$ cat src/rtl/iomem_arb_pkg.sv
// Shared state encoding and constants for the two-master iomem arbiter.
// The state encoding is also the one-hot grant presented to the outside world.
package iomem_arb_pkg;

    typedef enum logic [1:0] {
        IDLE  = 2'b00,
        BUSY0 = 2'b01,
        BUSY1 = 2'b10
    } arbState_t;

    localparam logic [31:0] TIMEOUT_RDATA          = 32'hFFFF_FFFF;
    localparam int          DEFAULT_TIMEOUT_CYCLES = 255;
    localparam int          DEFAULT_CNT_W          = 8;

endpackage

$ cat src/rtl/iomem_arb_wdog.sv
// Watchdog for the iomem arbiter: counts busy cycles without a slave ack and flags expiry.
// Only instantiated when IOMEM_ARB_TIMEOUT_EN is defined.
module iomem_arb_wdog
    import iomem_arb_pkg::*;
#(
    parameter int TIMEOUT_CYCLES = DEFAULT_TIMEOUT_CYCLES,
    parameter int CNT_W          = DEFAULT_CNT_W
) (
    input  logic clk,
    input  logic resetn,
    input  logic i_busy,
    input  logic i_ack,
    output logic o_expire
);

    logic [CNT_W-1:0] r_count;

    // Idle cycles clear the count, so every grant starts from zero; it holds once expired.
    always_ff @(posedge clk or negedge resetn) begin
        if (!resetn) begin
            r_count <= '0;
        end else if (!i_busy) begin
            r_count <= '0;
        end else if (!i_ack && !o_expire) begin
            r_count <= r_count + 1'b1;
        end
    end

    assign o_expire = i_busy && (r_count == CNT_W'(TIMEOUT_CYCLES));

endmodule

$ cat src/rtl/iomem_arbiter.sv
// Round-robin arbiter sharing one iomem slave port between two masters.
// Define IOMEM_ARB_TIMEOUT_EN to build the watchdog that terminates unacknowledged transactions.
module iomem_arbiter
    import iomem_arb_pkg::*;
#(
    parameter int TIMEOUT_CYCLES = DEFAULT_TIMEOUT_CYCLES,
    parameter int CNT_W          = DEFAULT_CNT_W
) (
    input  logic        clk,
    input  logic        resetn,

    input  logic        m0_valid,
    input  logic [3:0]  m0_wstrb,
    input  logic [31:0] m0_addr,
    input  logic [31:0] m0_wdata,
    output logic        m0_ready,
    output logic [31:0] m0_rdata,

    input  logic        m1_valid,
    input  logic [3:0]  m1_wstrb,
    input  logic [31:0] m1_addr,
    input  logic [31:0] m1_wdata,
    output logic        m1_ready,
    output logic [31:0] m1_rdata,

    output logic        s_valid,
    output logic [3:0]  s_wstrb,
    output logic [31:0] s_addr,
    output logic [31:0] s_wdata,
    input  logic        s_ready,
    input  logic [31:0] s_rdata,

    output logic [1:0]  grant,
    output logic        timeout_err
);

    arbState_t r_state;
    arbState_t w_nextState;
    logic      r_rrPtr;
    logic      w_rrPtrNext;
    logic      w_busy;
    logic      w_grantValid;
    logic      w_ack;
    logic      w_timeout;

    always_ff @(posedge clk or negedge resetn) begin
        if (!resetn) begin
            r_state <= IDLE;
            r_rrPtr <= 1'b0;
        end else begin
            r_state <= w_nextState;
            r_rrPtr <= w_rrPtrNext;
        end
    end

    assign w_busy = (r_state != IDLE);

    always_comb begin
        w_grantValid = 1'b0;
        case (r_state)
            BUSY0:   w_grantValid = m0_valid;
            BUSY1:   w_grantValid = m1_valid;
            default: w_grantValid = 1'b0;
        endcase
    end

    // A slave ack only counts while the owner still presents its request.
    assign w_ack = w_grantValid & s_ready;

`ifdef IOMEM_ARB_TIMEOUT_EN
    logic w_expire;
    logic r_timeoutErr;

    iomem_arb_wdog #(
        .TIMEOUT_CYCLES (TIMEOUT_CYCLES),
        .CNT_W          (CNT_W)
    ) u_wdog (
        .clk      (clk),
        .resetn   (resetn),
        .i_busy   (w_busy),
        .i_ack    (s_ready),
        .o_expire (w_expire)
    );

    // A real ack in the expiry cycle wins, so the timeout never masks slave data.
    assign w_timeout = w_expire & w_grantValid & ~s_ready;

    always_ff @(posedge clk or negedge resetn) begin
        if (!resetn) begin
            r_timeoutErr <= 1'b0;
        end else if (w_timeout) begin
            r_timeoutErr <= 1'b1;
        end
    end

    assign timeout_err = r_timeoutErr;
`else
    assign w_timeout   = 1'b0;
    assign timeout_err = 1'b0;
`endif

    always_comb begin
        w_nextState = r_state;
        w_rrPtrNext = r_rrPtr;
        case (r_state)
            IDLE: begin
                if (m0_valid && m1_valid) begin
                    w_nextState = r_rrPtr ? BUSY1 : BUSY0;
                end else if (m0_valid) begin
                    w_nextState = BUSY0;
                end else if (m1_valid) begin
                    w_nextState = BUSY1;
                end
            end
            BUSY0, BUSY1: begin
                // An abandoned request leaves the round-robin pointer untouched.
                if (!w_grantValid) begin
                    w_nextState = IDLE;
                end else if (w_ack || w_timeout) begin
                    w_nextState = IDLE;
                    w_rrPtrNext = (r_state == BUSY0);
                end
            end
            default: w_nextState = IDLE;
        endcase
    end

    always_comb begin
        s_valid  = 1'b0;
        s_wstrb  = '0;
        s_addr   = '0;
        s_wdata  = '0;
        m0_ready = 1'b0;
        m0_rdata = '0;
        m1_ready = 1'b0;
        m1_rdata = '0;
        case (r_state)
            BUSY0: begin
                s_valid  = m0_valid & ~w_timeout;
                s_wstrb  = m0_wstrb;
                s_addr   = m0_addr;
                s_wdata  = m0_wdata;
                m0_ready = w_ack | w_timeout;
                m0_rdata = w_timeout ? TIMEOUT_RDATA : s_rdata;
            end
            BUSY1: begin
                s_valid  = m1_valid & ~w_timeout;
                s_wstrb  = m1_wstrb;
                s_addr   = m1_addr;
                s_wdata  = m1_wdata;
                m1_ready = w_ack | w_timeout;
                m1_rdata = w_timeout ? TIMEOUT_RDATA : s_rdata;
            end
            default: ;
        endcase
    end

    assign grant = r_state;

endmodule
$ cat config.mk
export PLATFORM = sky130hd
export DESIGN_NAME = iomem_arbiter
export DESIGN_NICKNAME = d
export VERILOG_FILES = /design/src/rtl/iomem_arb_pkg.sv /design/src/rtl/iomem_arb_wdog.sv /design/src/rtl/iomem_arbiter.sv
export SDC_FILE = /design/constraint.sdc
export NUM_CORES = 1
export LEC_CHECK = 0
export BUFFER_PORTS_ARGS = -buffer_cell sky130_fd_sc_hd__buf_2
export CAP_MARGIN = 25
export CORE_AREA = 2 2 120 122
export CTS_BUF_LIST = sky130_fd_sc_hd__clkbuf_4
export DETAILED_ROUTE_END_ITERATION = 12
export DIE_AREA = 0 0 122 124
export PLACE_DENSITY_LB_ADDON = 0.08
export RECOVER_POWER = 50
export SYNTH_ARGS = -nofsm -noshare
export SYNTH_HDL_FRONTEND = slang
export SYNTH_SLANG_ARGS = --single-unit
$ cat constraint.sdc
create_clock -name clk -period 2.9 [get_ports clk]
set_input_delay 0.145 -clock clk [delete_from_list [all_inputs] [get_ports clk]]
set_output_delay 0.145 -clock clk [all_outputs]
set_load 0.02 [all_outputs]
==> impl_metrics.yaml <==
final_layout:
  register_area_um2: 75.07
  design_area_mm2: 0.003416
  area_delta_synth_final_pct: 97.83
  multi_input_area_mm2: 0.001511
  fillers: 1561
  drive_gt1_share_pct: 48.35
  antenna_cells: 0
  fin_nets: 723
clock_tree:
  insertion_delay_ns: 0.24
  cts_tree: "yes"
  cts_made_buffers: 3
  ctsResizeCount: 0
  clk_root_buffer_cell: "clkbuf_4"
  cts.clk_slew.worst_paths_ns: 0.04
  htree_levels: 1
  cts.sinks: 3
  clockBufferDepth: 2
sta:
  hold_viol: 0
  setup_ws_ns: 0.6080
  relSlewSlack_pct: 57.31
  rsz0062_at_grt: "no"
  finalSetupTns_ns: 0
  worst_slew_pin_slew_ns: 0.6403
  finalMaxSlewViolations: 0
  setup_viol: 0
  finClkSkew_ns: 0.004302
  timing.fmax_ghz: 0.4363
  period_needed_ns: 2.292
  finalCritPeriodShare_pct: 79.04
die:
  die_h_um: 124
  start_util_pct: 12.59
  dieWidth_um: 122
  dieArea_mm2: 0.01513
  ios: 311
  num_rows: 43
  core_area_mm2: 0.01372
synth:
  async_reset_ff_share_pct: 100.0
  ys_seq_area_share_pct: 4.348
  synth_top_cell_by_area: "a22oi_1"
  yosysTopAreaCellShare_pct: 29.57
  synth_seq_cells: 3
  synth_top_flop_cell: "dfrtp_1"
  synth_nets: 433
  syn-instance-count: 257
  syn-mean-instance-area_um2: 6.719
  ys_top_cells_by_count: "a22oi_1, nor2b_1, and2_1"
  synth-edff-count: 0
  yosysWarningCount: 0
  syn_area_mm2: 0.001727
  ys_types: 20
  synth_area_leaders: "a22oi_1, nor2b_1, and2_1"
place:
  port_buffers: 309
  gp_congestion: 0.7320
  place_ws_ns: 0.9737
  dpl.hpwl_mm: 7.961
  placed_area_mm2: 0.003453
outcome:
  status: "complete, no violations"
global_route:
  grt_pass1_wl_mm: 13.52
  first_global_vias: 2753
  grt_overflow: 0
  grt.total_usage_pct: 11.22
  grt_max_degree: 51
  grt_antenna_before_repair: 0
power:
  p_switching_mw: 2.002
  power_leakage_nw: 1.730
  peakVddDrop_v: 0.0003665
  p_seq_share_pct: 2.6
  power_density_mw_per_mm2: 977.3
  pwr-share-clk_pct: 2.6
  switching_share_pct: 59.98
  p_int_mw: 1.336
  power_frac_comb_pct: 94.8
routing:
  num_vias: 3008
  first_iter_violations: 83
  wl_per_cell_um: 13.52
  wirelength_mm: 9.815
  first_pass_iters: 4
  drc: 0
  routed_via_density: 4.143
  antenna_left: 0
critical_path:
  cp-end-kind: "output pin"
  required_ns: 2.76
  cp.arrival_ns: 2.15
  path_cells: "inv_1, ha_1, buf_12, nor2b_1, buf_2"
  crit_path_max_fanout: 49
  cp_slowest_cell: "ha_1"
  slowest_delay_ns: 0.72
  worstSetupPathType: "flop to output pin"
  crit_path_start_kind: "flop"
flow_run:
  drv_cap: 0
min_path:
  hold_path.class: "input port to flop"
==> final timing paths <==
| check | start | end | slack, ns | depth (start not counted) |
|---|---|---|---|---|
| max in group asynchronous | resetn | grant[1] | 2.46 | 2 |
| worst max register to register | grant[0] | r_rrPtr | 0.90 | 5 |
| worst min-delay path | m0_valid | grant[0] | 0.21 | 3 |
| min in group asynchronous | resetn | r_rrPtr | 0.26 | 2 |
| worst min register to register | r_rrPtr | r_rrPtr | 0.56 | 1 |
| worst max-delay path | grant[0] | s_addr[24] | 0.61 | 5 |
==> cells by family after synthesis <==
group           Yosys count  synth area share (%)
compound gates           75                 32.61
fa+ha+maj                 3                 2.174
buf+inv                  34                 9.420
flops                     3                 4.348
mux                       1                0.8693
other cells               1                0.2172
simple gates            140                 50.36
==> layout make-up <==
cell class | instances | area share (%)
timing repair buffer | 315 | 45.64
sequential | 3 | 2.198
tap | 180 | 6.593
clock buffer | 4 | 0.8791
multi-input combinational | 220 | 44.25
inverter | 4 | 0.4396
==> per-stage QoR <==
| step | hold WS, ns | power (mW) | instances | util, % |
|---|---|---|---|---|
| 6_report | 0.2061 | 3.338 | 726 | 24.90 |
| 3_3_place_gp | -0.04499 | 3.386 | 721 | 25.17 |
| 2_1_floorplan | -0.1506 | 2.098 | 257 | - |
| 3_5_place_dp | -0.04856 | 3.379 | 721 | 25.17 |
| 5_1_grt | 0.2213 | 3.643 | 726 | 24.90 |
| 4_1_cts | 0.2013 | 3.479 | 726 | 25.46 |
==> placed cells by master (no fill, tap or decap), types with 2 or more instances in the layout <==
cell | netlist | routed
o2bb2ai_1 | 2 | 2
nand2_1 | 3 | 3
buf_2 | 10 | 251
o21ai_0 | 2 | 2
dfrtp_1 | 3 | 3
and2_0 | 0 | 5
buf_4 | 6 | 2
a22oi_1 | 68 | 68
clkbuf_4 | 0 | 4
o22ai_1 | 2 | 2
nor2b_1 | 68 | 68
buf_12 | 0 | 3
and2_1 | 66 | 61
inv_1 | 4 | 4
clkbuf_1 | 13 | 58
ha_4 | 0 | 2
==> metal layers <==
metal  up-vias  GRT usage (%)  routed length [um]
li1       1466              -                   -
met1      1356          11.45                3474
met2       180          23.46                5322
met3         6          2.106                 942
met4         0          2.011                  75
met5         -              0                   0
==> state kept, by name, summed over array words and instances (netlist names) <==
name	count
r_rrPtr	1
grant	2
==> critical path, delay by kind of cell (launching register included) <==
kind                     cells  cell delay (ns)
adder cells (fa/ha/maj)      1             0.72
flip-flops                   1             0.43
AND/OR/NAND/NOR              1             0.17
buffers and inverters        3             0.56
==> power by group through the flow <==
stage / clock network, mW / registers (mW) / logic [mW]
6_report: 0.0866 / 0.0869 / 3.16
5_1_grt: 0.0997 / 0.0918 / 3.45
4_1_cts: 0.0903 / 0.0873 / 3.30
3_5_place_dp: 0 / 0.0891 / 3.29
3_3_place_gp: 0 / 0.0861 / 3.30
2_1_floorplan: 0 / 0.0890 / 2.01
==> repair_timing <==
action                                  in CTS  in global routing
endpoints found under the hold margin        3                  0
buffers inserted                             0                  0
endpoints found under the setup margin       0                  0
hold buffers                                 1                  0
(Power assumes the default switching activity.)
